`config.mk`:
```
export PLATFORM = sky130hd
export DESIGN_NAME = type_buffer_flat
export DESIGN_NICKNAME = d
export VERILOG_FILES = /design/src/rtl/type_buffer_if.sv /design/src/rtl/type_buffer.sv /design/src/flat_wrapper.sv
export SDC_FILE = /design/constraint.sdc
export NUM_CORES = 1
export LEC_CHECK = 0
export CORE_ASPECT_RATIO = 1.25
export CORE_MARGIN = 2
export CORE_UTILIZATION = 45
export CTS_CLUSTER_SIZE = 28
export DETAILED_ROUTE_END_ITERATION = 16
export GPL_TIMING_DRIVEN = 0
export PLACE_DENSITY = 0.79
export SETUP_SLACK_MARGIN = 0.15
export SYNTH_ARGS = -nofsm -noshare
export SYNTH_HDL_FRONTEND = slang
export SYNTH_SLANG_ARGS = --single-unit
```
`constraint.sdc`:
```
create_clock -name clk -period 9.4 [get_ports clk]
set_input_delay 0.94 -clock clk [delete_from_list [all_inputs] [get_ports clk]]
set_output_delay 0.94 -clock clk [all_outputs]
set_load 0.005 [all_outputs]
```
`src/rtl/type_buffer_if.sv`:
```
// Key-event, target-word and typed-text signals shared between the keyboard side and type_buffer.
// The typed-text array is named type_data because "type" is a reserved word in SystemVerilog.
interface type_buffer_if #(
  parameter int unsigned MAXLEN = 25,
  parameter int unsigned TLEN   = 15,
  parameter int unsigned CNTW   = 10
);
  logic                  clear;
  logic                  key_valid;
  logic [4:0]            key_char;
  logic                  key_bs;
  logic [5*TLEN-1:0]     target;
  logic [4:0]            target_len;
  logic [5*MAXLEN-1:0]   type_data;
  logic [4:0]            tot;
  logic [4:0]            correct;
  logic                  started;
  logic                  word_done;
  logic                  overflow;
  logic [CNTW-1:0]       keystrokes;
  logic [CNTW-1:0]       errors;
  logic [CNTW-1:0]       words;

  modport master (
    output clear, key_valid, key_char, key_bs, target, target_len,
    input  type_data, tot, correct, started, word_done, overflow,
           keystrokes, errors, words
  );

  modport slave (
    input  clear, key_valid, key_char, key_bs, target, target_len,
    output type_data, tot, correct, started, word_done, overflow,
           keystrokes, errors, words
  );
endinterface

```
`src/rtl/type_buffer.sv`:
```
// Turns decoded key events into the packed typed-text buffer, word length, matching-prefix
// count, commit pulses and saturating keystroke/error/word counters.
module type_buffer #(
  parameter int unsigned MAXLEN = 25,
  parameter int unsigned TLEN   = 15,
  parameter int unsigned CNTW   = 10
) (
  input  logic         clk,
  input  logic         rst_n,
  type_buffer_if.slave bus
);
  localparam int unsigned CMPN = (MAXLEN < TLEN) ? MAXLEN : TLEN;

  typedef enum logic [1:0] {S_IDLE, S_TYPE, S_COMMIT} state_t;

  state_t              state, state_next;
  logic [5*MAXLEN-1:0] buf_q;
  logic [4:0]          tot, correct, correct_next;
  logic                started, word_done, overflow;
  logic [CNTW-1:0]     keys, errs, words;
  logic [4:0]          tgt_char;
  logic                run, letter_err;
  logic                do_add, do_ovf, do_bs, do_good, do_bad;

  assign bus.type_data  = buf_q;
  assign bus.tot        = tot;
  assign bus.correct    = correct;
  assign bus.started    = started;
  assign bus.word_done  = word_done;
  assign bus.overflow   = overflow;
  assign bus.keystrokes = keys;
  assign bus.errors     = errs;
  assign bus.words      = words;

  // Prefix match of the buffer against the target as it stands this cycle; registered below.
  always_comb begin
    correct_next = '0;
    run          = 1'b1;
    for (int unsigned i = 0; i < CMPN; i++) begin
      if (run && i < 32'(tot) && i < 32'(bus.target_len) &&
          buf_q[5*i +: 5] == bus.target[5*i +: 5])
        correct_next = correct_next + 5'd1;
      else
        run = 1'b0;
    end
  end

  always_comb begin
    tgt_char = '0;
    for (int unsigned i = 0; i < TLEN; i++)
      if (32'(tot) == i) tgt_char = bus.target[5*i +: 5];
    letter_err = (tot >= bus.target_len) || (bus.key_char != tgt_char);
  end

  always_comb begin
    state_next = state;
    do_add     = 1'b0;
    do_ovf     = 1'b0;
    do_bs      = 1'b0;
    do_good    = 1'b0;
    do_bad     = 1'b0;
    if (bus.clear) begin
      state_next = S_IDLE;
    end else begin
      if (state == S_COMMIT) state_next = S_TYPE;
      if (bus.key_bs) begin
        do_bs = (tot != '0);
      end else if (bus.key_valid) begin
        if (bus.key_char >= 5'd1 && bus.key_char <= 5'd26) begin
          if (32'(tot) < MAXLEN) begin
            do_add     = 1'b1;
            state_next = S_TYPE;
          end else begin
            do_ovf = 1'b1;
          end
        end else if (bus.key_char == '0 && state != S_IDLE) begin
          // Commit decision uses the registered prefix count, i.e. last cycle's buffer.
          if (tot == bus.target_len && correct == bus.target_len) begin
            do_good    = 1'b1;
            state_next = S_COMMIT;
          end else begin
            do_bad = 1'b1;
          end
        end
      end
    end
  end

  always_ff @(posedge clk or negedge rst_n) begin
    if (!rst_n) state <= S_IDLE;
    else        state <= state_next;
  end

  always_ff @(posedge clk or negedge rst_n) begin
    if (!rst_n) begin
      buf_q     <= '0;
      tot       <= '0;
      correct   <= '0;
      started   <= 1'b0;
      word_done <= 1'b0;
      overflow  <= 1'b0;
      keys      <= '0;
      errs      <= '0;
      words     <= '0;
    end else if (bus.clear) begin
      buf_q     <= '0;
      tot       <= '0;
      correct   <= '0;
      started   <= 1'b0;
      word_done <= 1'b0;
      overflow  <= 1'b0;
      keys      <= '0;
      errs      <= '0;
      words     <= '0;
    end else begin
      word_done <= do_good;
      overflow  <= do_ovf;
      correct   <= correct_next;
      if (do_add) begin
        for (int unsigned i = 0; i < MAXLEN; i++)
          if (32'(tot) == i) buf_q[5*i +: 5] <= bus.key_char;
        tot     <= tot + 5'd1;
        started <= 1'b1;
        if (keys != '1) keys <= keys + CNTW'(1);
        if (letter_err && errs != '1) errs <= errs + CNTW'(1);
      end
      if (do_bs) begin
        for (int unsigned i = 0; i < MAXLEN; i++)
          if (32'(tot) == i + 1) buf_q[5*i +: 5] <= '0;
        tot <= tot - 5'd1;
      end
      if (do_bad && errs != '1) errs <= errs + CNTW'(1);
      if (do_good) begin
        buf_q <= '0;
        tot   <= '0;
        if (words != '1) words <= words + CNTW'(1);
      end
    end
  end
endmodule
```
`src/flat_wrapper.sv`:
```
// flat-port wrapper written by rule: the top's interface ports become plain ports
module type_buffer_flat 
#(
  parameter int unsigned MAXLEN = 25,
  parameter int unsigned TLEN   = 15,
  parameter int unsigned CNTW   = 10
)
  (clk, rst_n, bus_clear, bus_key_valid, bus_key_char, bus_key_bs, bus_target, bus_target_len, bus_type_data, bus_tot, bus_correct, bus_started, bus_word_done, bus_overflow, bus_keystrokes, bus_errors, bus_words);
  type_buffer_if #(.MAXLEN(MAXLEN), .TLEN(TLEN), .CNTW(CNTW)) bus_i ();
  input  logic clk;
  input  logic rst_n;
  input wire logic [$bits(bus_i.clear)-1:0] bus_clear;
  input wire logic [$bits(bus_i.key_valid)-1:0] bus_key_valid;
  input wire logic [$bits(bus_i.key_char)-1:0] bus_key_char;
  input wire logic [$bits(bus_i.key_bs)-1:0] bus_key_bs;
  input wire logic [$bits(bus_i.target)-1:0] bus_target;
  input wire logic [$bits(bus_i.target_len)-1:0] bus_target_len;
  output wire logic [$bits(bus_i.type_data)-1:0] bus_type_data;
  output wire logic [$bits(bus_i.tot)-1:0] bus_tot;
  output wire logic [$bits(bus_i.correct)-1:0] bus_correct;
  output wire logic [$bits(bus_i.started)-1:0] bus_started;
  output wire logic [$bits(bus_i.word_done)-1:0] bus_word_done;
  output wire logic [$bits(bus_i.overflow)-1:0] bus_overflow;
  output wire logic [$bits(bus_i.keystrokes)-1:0] bus_keystrokes;
  output wire logic [$bits(bus_i.errors)-1:0] bus_errors;
  output wire logic [$bits(bus_i.words)-1:0] bus_words;
  assign bus_i.clear = bus_clear;
  assign bus_i.key_valid = bus_key_valid;
  assign bus_i.key_char = bus_key_char;
  assign bus_i.key_bs = bus_key_bs;
  assign bus_i.target = bus_target;
  assign bus_i.target_len = bus_target_len;
  assign bus_type_data = bus_i.type_data;
  assign bus_tot = bus_i.tot;
  assign bus_correct = bus_i.correct;
  assign bus_started = bus_i.started;
  assign bus_word_done = bus_i.word_done;
  assign bus_overflow = bus_i.overflow;
  assign bus_keystrokes = bus_i.keystrokes;
  assign bus_errors = bus_i.errors;
  assign bus_words = bus_i.words;
  type_buffer #(.MAXLEN(MAXLEN), .TLEN(TLEN), .CNTW(CNTW)) u_core (.clk(clk), .rst_n(rst_n), .bus(bus_i));
endmodule
```
==> results of run 1 <==
[sequential cells by signal, indices dropped and copies added, names as in the netlist]
register	flops
u_core.bus.tot	5
u_core.bus.keystrokes	10
u_core.bus.correct	5
u_core.bus.words	10
u_core.state	2
u_core.bus.overflow	1
u_core.bus.errors	10
u_core.bus.type_data	125
u_core.bus.word_done	1
u_core.bus.started	1
[layout by cell type, fill, tap and decap left out, types with 15 or more instances in the layout]
master and instances:
clkdlybuf4s50_1 241, nand2_1 186, dfrtp_1 167, nor2_1 153, a21oi_1 149, nand3_1 113
xor2_1 66, xnor2_1 57, clkbuf_1 54, o21ai_0 54, mux2i_1 49, buf_4 32
inv_1 28, nor3_1 26, nand4_1 22, clkbuf_16 19, or3_1 18, nor4_1 17
ha_1 17, and3_1 15
[cell usage after synthesis (4+ instances only)]
| master | number | area share (%) |
|---|---|---|
| o211ai_1 | 8 | 0.52 |
| o21ai_0 | 55 | 2.4 |
| a21oi_1 | 152 | 6.5 |
| or2_2 | 7 | 0.38 |
| o22ai_1 | 7 | 0.38 |
| inv_1 | 31 | 1.0 |
| a21o_1 | 6 | 0.39 |
| nand3_1 | 114 | 4.9 |
| nor3_1 | 29 | 1.2 |
| nand4_1 | 22 | 1.2 |
| o21ai_1 | 4 | 0.17 |
| mux2i_1 | 49 | 4.2 |
| dfrtp_1 | 170 | 37 |
| a311oi_1 | 5 | 0.38 |
| nor2_1 | 158 | 5.1 |
| o2111ai_1 | 4 | 0.30 |
| buf_1 | 10 | 0.32 |
| xnor2_1 | 59 | 4.4 |
| nor2b_1 | 11 | 0.59 |
| and2_1 | 7 | 0.38 |
| or4_1 | 6 | 0.39 |
| nand2_1 | 194 | 6.3 |
| a211oi_1 | 8 | 0.52 |
| o31ai_1 | 5 | 0.32 |
| and4_1 | 5 | 0.38 |
| or3_1 | 18 | 0.97 |
| and3_1 | 16 | 0.86 |
| clkbuf_1 | 59 | 1.9 |
| a31oi_1 | 11 | 0.59 |
| ha_1 | 28 | 3.0 |
| mux2_2 | 6 | 0.58 |
| xor2_1 | 67 | 5.0 |
| nand2b_1 | 11 | 0.59 |
| buf_2 | 8 | 0.34 |
| nor4_1 | 17 | 0.91 |
[timing repair]
action	in CTS	in global routing
setup buffers	18	11
endpoints found under the setup margin	4	4
gates resized for setup	40	37
pin swaps	16	31
[stage by stage]
stage               cell area, sq um  std cells  setup slack (ns)  utilization, %  total power, W
floorplan                      11700       1439             0.153               -         0.00118
global placement               14700       2028             -1.40            58.0         0.00147
detailed placement             14700       2029             -1.48            58.1         0.00148
CTS                            15600       2079             0.162            61.5         0.00222
global route                   15900       2090            -0.180            62.5         0.00234
finish                         15900       2091             0.121            62.5         0.00226
[power by group]
| part | switching (W) | leakage [nW] | total (W) | internal (W) |
|---|---|---|---|---|
| sequential | 0.0000204 | 2.36 | 0.000768 | 0.000748 |
| combinational | 0.000494 | 3.60 | 0.000759 | 0.000265 |
| clock | 0.000331 | 0.287 | 0.000736 | 0.000405 |
[path summary, 6_finish.rpt]
path	from	end	slack, ns	cells after the start
worst max-delay path	bus_target[3]	u_core.bus.correct[4]$_DFF_PN0_	0.12	50
worst min-delay path	rst_n	u_core.bus.type_data[43]$_DFF_PN0_	0.38	1
worst max register to register	u_core.bus.tot[4]$_DFFE_PN0P_	u_core.bus.correct[4]$_DFF_PN0_	0.16	51
worst min register to register	u_core.bus.type_data[98]$_DFF_PN0_	u_core.bus.type_data[98]$_DFF_PN0_	0.52	2
max in group asynchronous	rst_n	u_core.bus.tot[4]$_DFFE_PN0P_	8.05	2
min in group clk	u_core.bus.type_data[98]$_DFF_PN0_	u_core.bus.type_data[98]$_DFF_PN0_	0.52	2
[cell type report]
type | count | area (sq um) | area share [%]
clock inverters | 13 | 153 | 0.962
clock buffers | 19 | 443 | 2.79
multi-input cells | 1159 | 7290 | 45.9
flip-flops and latches | 170 | 4260 | 26.8
well taps | 335 | 419 | 2.64
inverters | 31 | 121 | 0.765
diodes | 1 | 2.50 | 0.0158
plain buffers | 79 | 402 | 2.53
repair buffers | 284 | 2780 | 17.5
[cells by family (layout without fill, tap and decap cells)]
| kind of cell | after synthesis | in the layout | synth area share [%] |
|---|---|---|---|
| xor gates and xnor gates | 130 | 130 | 10.2 |
| DFF | 170 | 170 | 36.6 |
| and+or+nand+nor | 639 | 639 | 26.0 |
| AOI/OAI and AO/OA | 307 | 307 | 15.7 |
| adders and majority gates | 28 | 28 | 3.01 |
| other | 0 | 1 | 0 |
| muxes | 55 | 55 | 4.79 |
| buffers and inverters | 110 | 426 | 3.70 |
[layer usage]
layer / vias to the layer above / global-route usage (%) / routed length, um
li1: 5680 / - / -
met1: 6074 / 40.3 / 17300
met2: 742 / 54.6 / 22400
met3: 143 / 5.51 / 3870
met4: 0 / 17.0 / 2250
met5: - / 0 / 0
==> summary.md, run 1 <==
| Metric | Value |
|---|---|
| Largest net degree at the start of global routing | 125 |
| GRT Util Overall | between 30% and 40% |
| Ports | between 200 and 300 |
| Clk Latency, worst-skew pair | 0.46 ns |
| Minimum period implied by the final worst setup slack | 9.28 ns |
| Delay-heaviest family, CP | adder cells |
| RSZ-0062 raised after global routing | true |
| Hpwl dp | around 34,000 um |
| Antenna violations before repair | 0 |
| Total CTS buffers | 17 |
| # hold bufs at CTS | 0 |
| EDFF count, synth | 0 |
| Fillers | 2,231 |
| CTS Buffer Depth | 2 |
| Synthesized area | 0.0116 sq mm |
| Sequential cell area fraction in the yosys report | 36.6% |
| Final GP Congestion | 0.988 |
| Die Y | ~180 um |
| Buf+Inv Stages, Crit Path | 2 |
| Layout cells sized above 1 | under 10% |
| Worst slew pin tran | about 1.3 ns |
| LEAKAGE | 6.25 nW |
| CP max FO | 3 |
| CTS tree | done |
| Die Span X | roughly 150 um |
| Detailed Route Iter0 Violations | ~1,200 |
| Count of final setup violators | 0 |
| Final number of hold-violating endpoints | 0 |
| Clk sinks | 170 |
| Area Overhead vs Synth | 36.3% |
| Slew HR | a little under an eighth |
| Vias in the first global route | roughly 12,000 |
| Hold slack final | 0.383 ns |
| Asr flop ratio synth | between 90% and 100% |
| Critical path type | input port to register |
| Synth Flop Type | dfrtp_1 |
| Initial core utilization | about 46% |
| Status | complete, no violations |
| Nets | around 1,900 |
| Slowest CP cell | clkdlybuf4s50_1 |
| Max Cap Viol | 0 |
| Synth Register Bits | 170 |
| Final ANT Viol Nets | 0 |
| Mapped Nets | about 1,600 |
| DR WL/cell | between 20 and 25 um |
| First-pass DRT Iterations | 6 |
| H-tree levels | 4 |
| IO buf count | about 250 |
| Total Die Area | ~0.027 sq mm |
| Nature of the critical path startpoint | input port |
| CP required | 9.70 ns |
| Final worst-path cycle share | a little over nine tenths |
| Drt drc | 0 |
| Crit path DAT | around 9.6 ns |
| Vias per cell | around 6.0 |
| CTS Root Cell | clkbuf_16 |
| Cells after synthesis | 1,439 |
| Setup Skew | ~0.02 ns |
| Rows | 65 |
| Slew Viols, Final | 0 |
| First-pass GRT wire length | ~70,000 um |
| Crit-path max cell delay | ~0.46 ns |
| Cell variety after synth | 80 |
| Peak VDD IR | 0.000133 V |
| Synth Warn # | 0 |
| Pwr Density | ~140 mW/mm^2 |
| Crit path capture type | register |
| Via count | around 13,000 |
| Core Box Area | roughly 0.025 sq mm |
| Max Fclk | approximately 0.11 GHz |
| Clock transition at the registers of the reported paths | about 0.070 ns |
| Grt ovf | 0 |
| CP most frequent cell | ha_4 |
| Final WL | about 46,000 um |
| Setup TNS | 0 ns |
| Mean Syn Cell Area | around 8.1 sq um |
| Worst hold path type | input port to asynchronous set/reset pin |
Power figures use the tool's default switching activity.
==> run 2, diff against run 1 <==
==> constraint.sdc (replaced) <==
create_clock -name clk -period 8.3 [get_ports clk]
set_input_delay 0.83 -clock clk [delete_from_list [all_inputs] [get_ports clk]]
set_output_delay 0.83 -clock clk [all_outputs]
set_load 0.1 [all_outputs]
==> summary.md, run 2 (synthesis gave the netlist of run 1 again) <==
| Metric | Value |
|---|---|
| Slowest CP cell | dfrtp_4 (was clkdlybuf4s50_1) |
| Vias per cell | 6.01 (was 6.04) |
| Setup Skew | 0.0100 ns (was 0.0194 ns) |
| Pwr Density | 165 mW/mm^2 (was 143 mW/mm^2) |
| Origin of the critical flop-to-flop path | u_core.bus.tot[1]$_DFFE_PN0P_ (was u_core.bus.tot[4]$_DFFE_PN0P_) |
| Antenna violations before repair | 0 (unchanged) |
| Antenna diode count | 0 (was 1) |
| Worst slew pin tran | 1.17 ns (was 1.32 ns) |
| CTS tree | done (unchanged) |
| Largest net degree at the start of global routing | 90 (was 125) |
| Most frequent cells in the layout | clkdlybuf4s50_1 (245), nand2_1 (184), dfrtp_1 (165) (was clkdlybuf4s50_1 (241), nand2_1 (186), dfrtp_1 (167)) |
| Largest register FFs | 125 (unchanged) |
| Critical path type | register to register (was input port to register) |
| CP required | 8.61 ns (was 9.70 ns) |
| Vias in the first global route | 12,137 (was 12,211) |
| Fillers | 2,207 (was 2,231) |
| Final number of hold-violating endpoints | 0 (unchanged) |
| Total CTS buffers | 17 (unchanged) |
| First-pass DRT Iterations | 5 (was 6) |
| Drt drc | 0 (unchanged) |
| Grt ovf | 0 (unchanged) |
| RSZ-0062 raised after global routing | true (unchanged) |
| IO buf count | 254 (unchanged) |
| Clk sinks | 170 (unchanged) |
| R2r endpoint | u_core.bus.correct[4]$_DFF_PN0_ (unchanged) |
| Nets | 1,866 (was 1,860) |
| CP most frequent cell | ha_4 (unchanged) |
| Max Fclk | between 0.1 and 0.15 GHz |
| # hold bufs at CTS | 0 (unchanged) |
| Crit path DAT | 9.46 ns (was 9.58 ns) |
| Layout cells sized above 1 | 9.65% (was 8.77%) |
| Crit-path max cell delay | 0.44 ns (was 0.46 ns) |
| Hold slack final | 0.330 ns (was 0.383 ns) |
| Total Die Area | 0.0272 sq mm (unchanged) |
| Initial core utilization | 45.9% (unchanged) |
| Clock transition at the registers of the reported paths | 0.07 ns (about the same) |
| Final worst-path cycle share | 110% |
| Nature of the critical path startpoint | register (was input port) |
| LEAKAGE | 6.30 nW (was 6.25 nW) |
| Slew Viols, Final | 0 (unchanged) |
| Failing checks | setup timing |
| Area Overhead vs Synth | 37.4% (was 36.3%) |
| Die Y | 184 um (unchanged) |
| Detailed Route Iter0 Violations | 1,190 (was 1,153) |
| Clk Latency, worst-skew pair | 0.44 ns (was 0.46 ns) |
| Via count | 12,601 (was 12,639) |
| Max Cap Viol | 0 (unchanged) |
| Crit path capture type | register (unchanged) |
| Status | finished with violations (was complete, no violations) |
| Worst hold path type | input port to asynchronous set/reset pin (unchanged) |
| Final GP Congestion | 0.932 (was 0.988) |
| First-pass GRT wire length | 68,200 um (was 68,500 um) |
| Final ANT Viol Nets | 0 (unchanged) |
| Peak VDD IR | 0.000218 V (was 0.000133 V) |
| Final setup margin | -0.851 ns (was 0.121 ns) |
| Final Total Pwr | 0.00265 W (was 0.00226 W) |
| CTS Buffer Depth | 2 (unchanged) |
| Ports | 258 (unchanged) |
| Commonest non-fill, non-tap cell in the layout | clkdlybuf4s50_1 (unchanged) |
| GRT Util Overall | 32.4% (was 32.6%) |
| Rows | 65 (unchanged) |
| Minimum period implied by the final worst setup slack | 9.15 ns |
| Count of final setup violators | 4 (was 0) |
| CP max FO | 3 (unchanged) |
| Slew HR | 21.6% (was 11.4%) |
| Hpwl dp | 34,400 um (about the same) |
| CTS Root Cell | clkbuf_16 (unchanged) |
| R2R Setup Slk | -0.85 ns (was 0.16 ns) |
| Reg2Reg Depth | 57 (was 51) |
| Final WL | 45,100 um (was 45,800 um) |
| Die Span X | 148 um (unchanged) |
| H-tree levels | 4 (unchanged) |
| DR WL/cell | 21.5 um (was 21.9 um) |
| Core Box Area | 0.0254 sq mm (unchanged) |
[run 2: worst max-delay path, delay by kind of cell (launching register included)]
family,cells,cell delay [ns]
AO/OA/AOI/OAI,6,1.21
XOR/XNOR,2,0.35
adder cells (fa/ha/maj),11,2.51
buffers and inverters,13,1.33
flip-flops,1,0.44
multiplexers,7,1.12
AND/OR/NAND/NOR,18,2.04
[run 2: worst max-delay path by stage]
stage                                      endpoint                     startpoint  slack, ns  cells after the start
floorplan           u_core.bus.correct[4]$_DFF_PN0_  u_core.bus.tot[1]$_DFFE_PN0P_      -0.80                     54
global placement    u_core.bus.correct[4]$_DFF_PN0_              bus_target_len[0]      -2.10                     49
detailed placement  u_core.bus.correct[4]$_DFF_PN0_              bus_target_len[0]      -2.14                     49
CTS                 u_core.bus.correct[4]$_DFF_PN0_  u_core.bus.tot[1]$_DFFE_PN0P_      -0.84                     53
global route        u_core.bus.correct[4]$_DFF_PN0_  u_core.bus.tot[1]$_DFFE_PN0P_      -1.20                     56
finish              u_core.bus.correct[4]$_DFF_PN0_  u_core.bus.tot[1]$_DFFE_PN0P_      -0.85                     57
[run 2: layout make-up]
class	instances	area, sq um	share of cell area, %
inverter	31	121	0.759
tap	335	419	2.62
sequential	170	4270	26.7
timing repair buffer	290	2860	17.9
multi-input combinational	1159	7330	45.8
buffer	79	402	2.51
clock inverter	15	171	1.07
clock buffer	17	425	2.66
[run 2: what timing repair did]
| item | 4_1_cts | 5_1_grt |
|---|---|---|
| gates resized for setup | 54 | 13 |
| setup endpoints to repair | 4 | 4 |
| pin swaps | 32 | 29 |
| setup buffers | 32 | 3 |
[run 2: through the flow]
step | instances | instance area [sq um] | utilization [%] | setup TNS (ns) | setup WS, ns
CTS | 2093 | 15900 | 62.7 | -2.66 | -0.835
finish | 2096 | 16000 | 63.0 | -2.77 | -0.851
floorplan | 1439 | 11900 | - | -2.23 | -0.801
global placement | 2028 | 14800 | 58.4 | -94.66 | -2.10
detailed placement | 2029 | 14900 | 58.6 | -7.58 | -2.14
global route | 2096 | 16000 | 63.0 | -4.04 | -1.20
[run 2: routing by layer]
layer | share of wire, % | global-route usage [%] | vias up
met1 | 37 | 39.7 | 6013
met4 | 5.9 | 17.8 | 0
met5 | 0 | 0 | -
li1 | - | - | 5709
met2 | 48 | 54.6 | 713
met3 | 8.6 | 4.94 | 166
[run 2: power breakdown]
group / leakage, nW / switching (W) / internal [W]
logic: 3.65 / 0.000666 / 0.000303
clock network: 0.292 / 0.000399 / 0.000406
registers: 2.36 / 0.0000243 / 0.000849
total: 6.30 / 0.00109 / 0.00156
==> run 3, diff against run 2 <==
Settings changed: CORE_MARGIN 2 to not set, PLACE_DENSITY 0.79 to 0.76, SKIP_CTS_REPAIR_TIMING set to 1.
Clock period 8.3 ns to 8.66 ns, I/O delays scaled along.
==> summary.md, run 3 (synthesis gave the netlist of run 1 again) <==
| Metric | Value |
|---|---|
| Final worst-path cycle share | 106% (was 110%) |
| Max Fclk | 0.108 GHz (was 0.109 GHz) |
| Largest net degree at the start of global routing | 106 (was 90) |
| Rows | 65 (unchanged) |
| P_sw | 0.000988 W (was 0.00109 W) |
| CP max FO | 10 (was 3) |
| Final setup margin | -0.563 ns (was -0.851 ns) |
| Die Span X | 146 um (was 148 um) |
| Layout cells sized above 1 | 8.74% (was 9.65%) |
| Sequential Power Share | 32.6% (was 33.0%) |
| Nature of the critical path startpoint | register (unchanged) |
| Critical path type | register to register (unchanged) |
| Post-route met1 wirelength | 17,300 um (was 16,800 um) |
| First-pass GRT wire length | 67,400 um (was 68,200 um) |
| CP required | 8.96 ns (was 8.61 ns) |
| Clock Power Share | 31.1% (was 30.4%) |
| Most frequent cells in the layout | clkdlybuf4s50_1 (244), nand2_1 (186), dfrtp_1 (165) (was clkdlybuf4s50_1 (245), nand2_1 (184), dfrtp_1 (165)) |
| CTS Buffer Depth | 2 (unchanged) |
| Hpwl dp | 34,300 um (was 34,400 um) |
| Clock transition at the registers of the reported paths | 0.07 ns (about the same) |
| Slew Viols, Final | 0 (unchanged) |
| Clk sinks | 170 (unchanged) |
| Clk Latency, worst-skew pair | 0.44 ns (about the same) |
| RSZ-0062 raised after global routing | true (unchanged) |
| Sw Share | 38.4% (was 41.1%) |
| IO buf count | 254 (unchanged) |
| Crit-path max cell delay | 0.51 ns (was 0.44 ns) |
| Peak VDD IR | 0.000223 V (was 0.000218 V) |
| Grt ovf | 0 (unchanged) |
| Met2 routed WL | 21,700 um (about the same) |
| Worst Setup SP | u_core.bus.tot[1]$_DFFE_PN0P_ (unchanged) |
| Minimum period implied by the final worst setup slack | 9.22 ns (was 9.15 ns) |
| Final number of hold-violating endpoints | 0 (unchanged) |
| LEAKAGE | 6.35 nW (was 6.30 nW) |
| Via count | 12,521 (was 12,601) |
| Final WL | 44,900 um (was 45,100 um) |
| Worst slew pin tran | 1.16 ns (was 1.17 ns) |
| Die Y | 182 um (was 184 um) |
| Met3 WL | 3180 um (was 3860 um) |
| First-pass DRT Iterations | 7 (was 5) |
| Failing checks | setup timing (unchanged) |
| Setup Skew | 0.00542 ns (was 0.0100 ns) |
| Final GP Congestion | 0.986 (was 0.932) |
| Core Box Area | 0.0253 sq mm (was 0.0254 sq mm) |
| Drt drc | 0 (unchanged) |
| Largest register FFs | 125 (unchanged) |
| Slew HR | 22.8% (was 21.6%) |
| CTS Root Cell | clkbuf_16 (unchanged) |
| Pwr Density | 161 mW/mm^2 (was 165 mW/mm^2) |
| GRT Util Overall | 33.2% (was 32.4%) |
| Max Cap Viol | 0 (unchanged) |
| H-tree levels | 4 (unchanged) |
| Buf+Inv Stages, Crit Path | 5 (was 13) |
| Slowest CP cell | dfrtp_4 (unchanged) |
| Commonest non-fill, non-tap cell in the layout | clkdlybuf4s50_1 (unchanged) |
| Count of final setup violators | 4 (unchanged) |
| Antenna violations before repair | 1 (was 0) |
| Area Overhead vs Synth | 36.8% (was 37.4%) |
| Total Die Area | 0.0265 sq mm (was 0.0272 sq mm) |
| Initial core utilization | 46.0% (was 45.9%) |
| Crit path capture type | register (unchanged) |
| Final ANT Viol Nets | 0 (unchanged) |
| Hold slack final | 0.354 ns (was 0.330 ns) |
| Delay-heaviest family, CP | adder cells (unchanged) |
| Setup TNS | -1.20 ns (was -2.77 ns) |
| Total CTS buffers | 17 (unchanged) |
| Status | finished with violations (unchanged) |
| Origin of the critical flop-to-flop path | u_core.bus.tot[1]$_DFFE_PN0P_ (unchanged) |
| Highest metal used | met4 (unchanged) |
| Vias per cell | 6.00 (was 6.01) |
| Vias in the first global route | 11,894 (was 12,137) |
| CTS tree | done (unchanged) |
| Ports | 258 (unchanged) |
| Logic gate share of total power | 36.3% (was 36.6%) |
| Crit path DAT | 9.53 ns (was 9.46 ns) |
| DR WL/cell | 21.5 um (about the same) |
| Nets | 1,856 (was 1,866) |
| Worst hold path type | input port to asynchronous set/reset pin (unchanged) |
| CP most frequent cell | ha_4 (unchanged) |
| Detailed Route Iter0 Violations | 1,091 (was 1,190) |
| Power Internal | 0.00158 W (was 0.00156 W) |
==> run 3: changes by cell type in the layout (fill, tap and decap cells not counted), moves of 4 or more <==
cell            delta
clkinv_8           -4
buf_6              -9
dlymetal6s2s_1     +9
dlygate4sd2_1      -8
inv_8              -4
==> run 3: worst reg2reg max path: cells and delay by family, from the launching register on <==
family	cells	cell delay [ns]
AO/OA/AOI/OAI	6	0.88
XOR/XNOR	2	0.37
adder cells (fa/ha/maj)	14	3.33
buffers and inverters	5	0.65
flip-flops	1	0.51
multiplexers	8	1.44
AND/OR/NAND/NOR	18	1.92
==> run 3: stage by stage <==
step / utilization [%] / total power (W) / cells / cell area, sq um / worst slack (ns)
finish: 63.0 / 0.00257 / 2086 / 15900 / -0.563
global route: 63.0 / 0.00266 / 2086 / 15900 / -0.936
CTS: 61.2 / 0.00252 / 2060 / 15500 / -1.40
detailed placement: 58.8 / 0.00172 / 2029 / 14900 / -1.83
global placement: 58.6 / 0.00171 / 2028 / 14800 / -1.76
floorplan: - / 0.00142 / 1439 / 11900 / -0.441
==> run 3: worst paths after layout <==
path | to | slack, ns | cells past startpoint
min in group clk | u_core.bus.started$_DFFE_PN0P_ | 0.52 | 2
max in group asynchronous | u_core.bus.tot[1]$_DFFE_PN0P_ | 7.34 | 2
setup / recovery | u_core.bus.correct[4]$_DFF_PN0_ | -0.56 | 53
hold reg to reg | u_core.bus.started$_DFFE_PN0P_ | 0.52 | 2
hold / removal | u_core.bus.correct[0]$_DFF_PN0_ | 0.35 | 1
setup reg to reg | u_core.bus.correct[4]$_DFF_PN0_ | -0.56 | 53
==> run 3: power by group through the flow <==
| stage | Sequential, W | Combinational [W] | Clock (W) |
|---|---|---|---|
| CTS | 0.000837 | 0.000874 | 0.000806 |
| detailed placement | 0.000851 | 0.000867 | 0 |
| floorplan | 0.000973 | 0.000445 | 0 |
| finish | 0.000837 | 0.000933 | 0.000800 |
| global placement | 0.000852 | 0.000858 | 0 |
| global route | 0.000839 | 0.000982 | 0.000838 |
==> run 3: cell type report <==
cell class / count / area [sq um]
flip-flops and latches: 170 / 4270
plain buffers: 79 / 387
multi-input cells: 1159 / 7330
clock buffers: 21 / 470
well taps: 335 / 419
diodes: 1 / 2.50
repair buffers: 280 / 2790
clock inverters: 10 / 141
fillers: 2221 / 9370
inverters: 31 / 125
==> run 3: metal layers <==
| layer | track usage, % | up-vias |
|---|---|---|
| li1 | - | 5688 |
| met1 | 39.6 | 6019 |
| met2 | 56.1 | 640 |
| met3 | 5.73 | 174 |
| met4 | 19.6 | 0 |
| met5 | 0 | - |
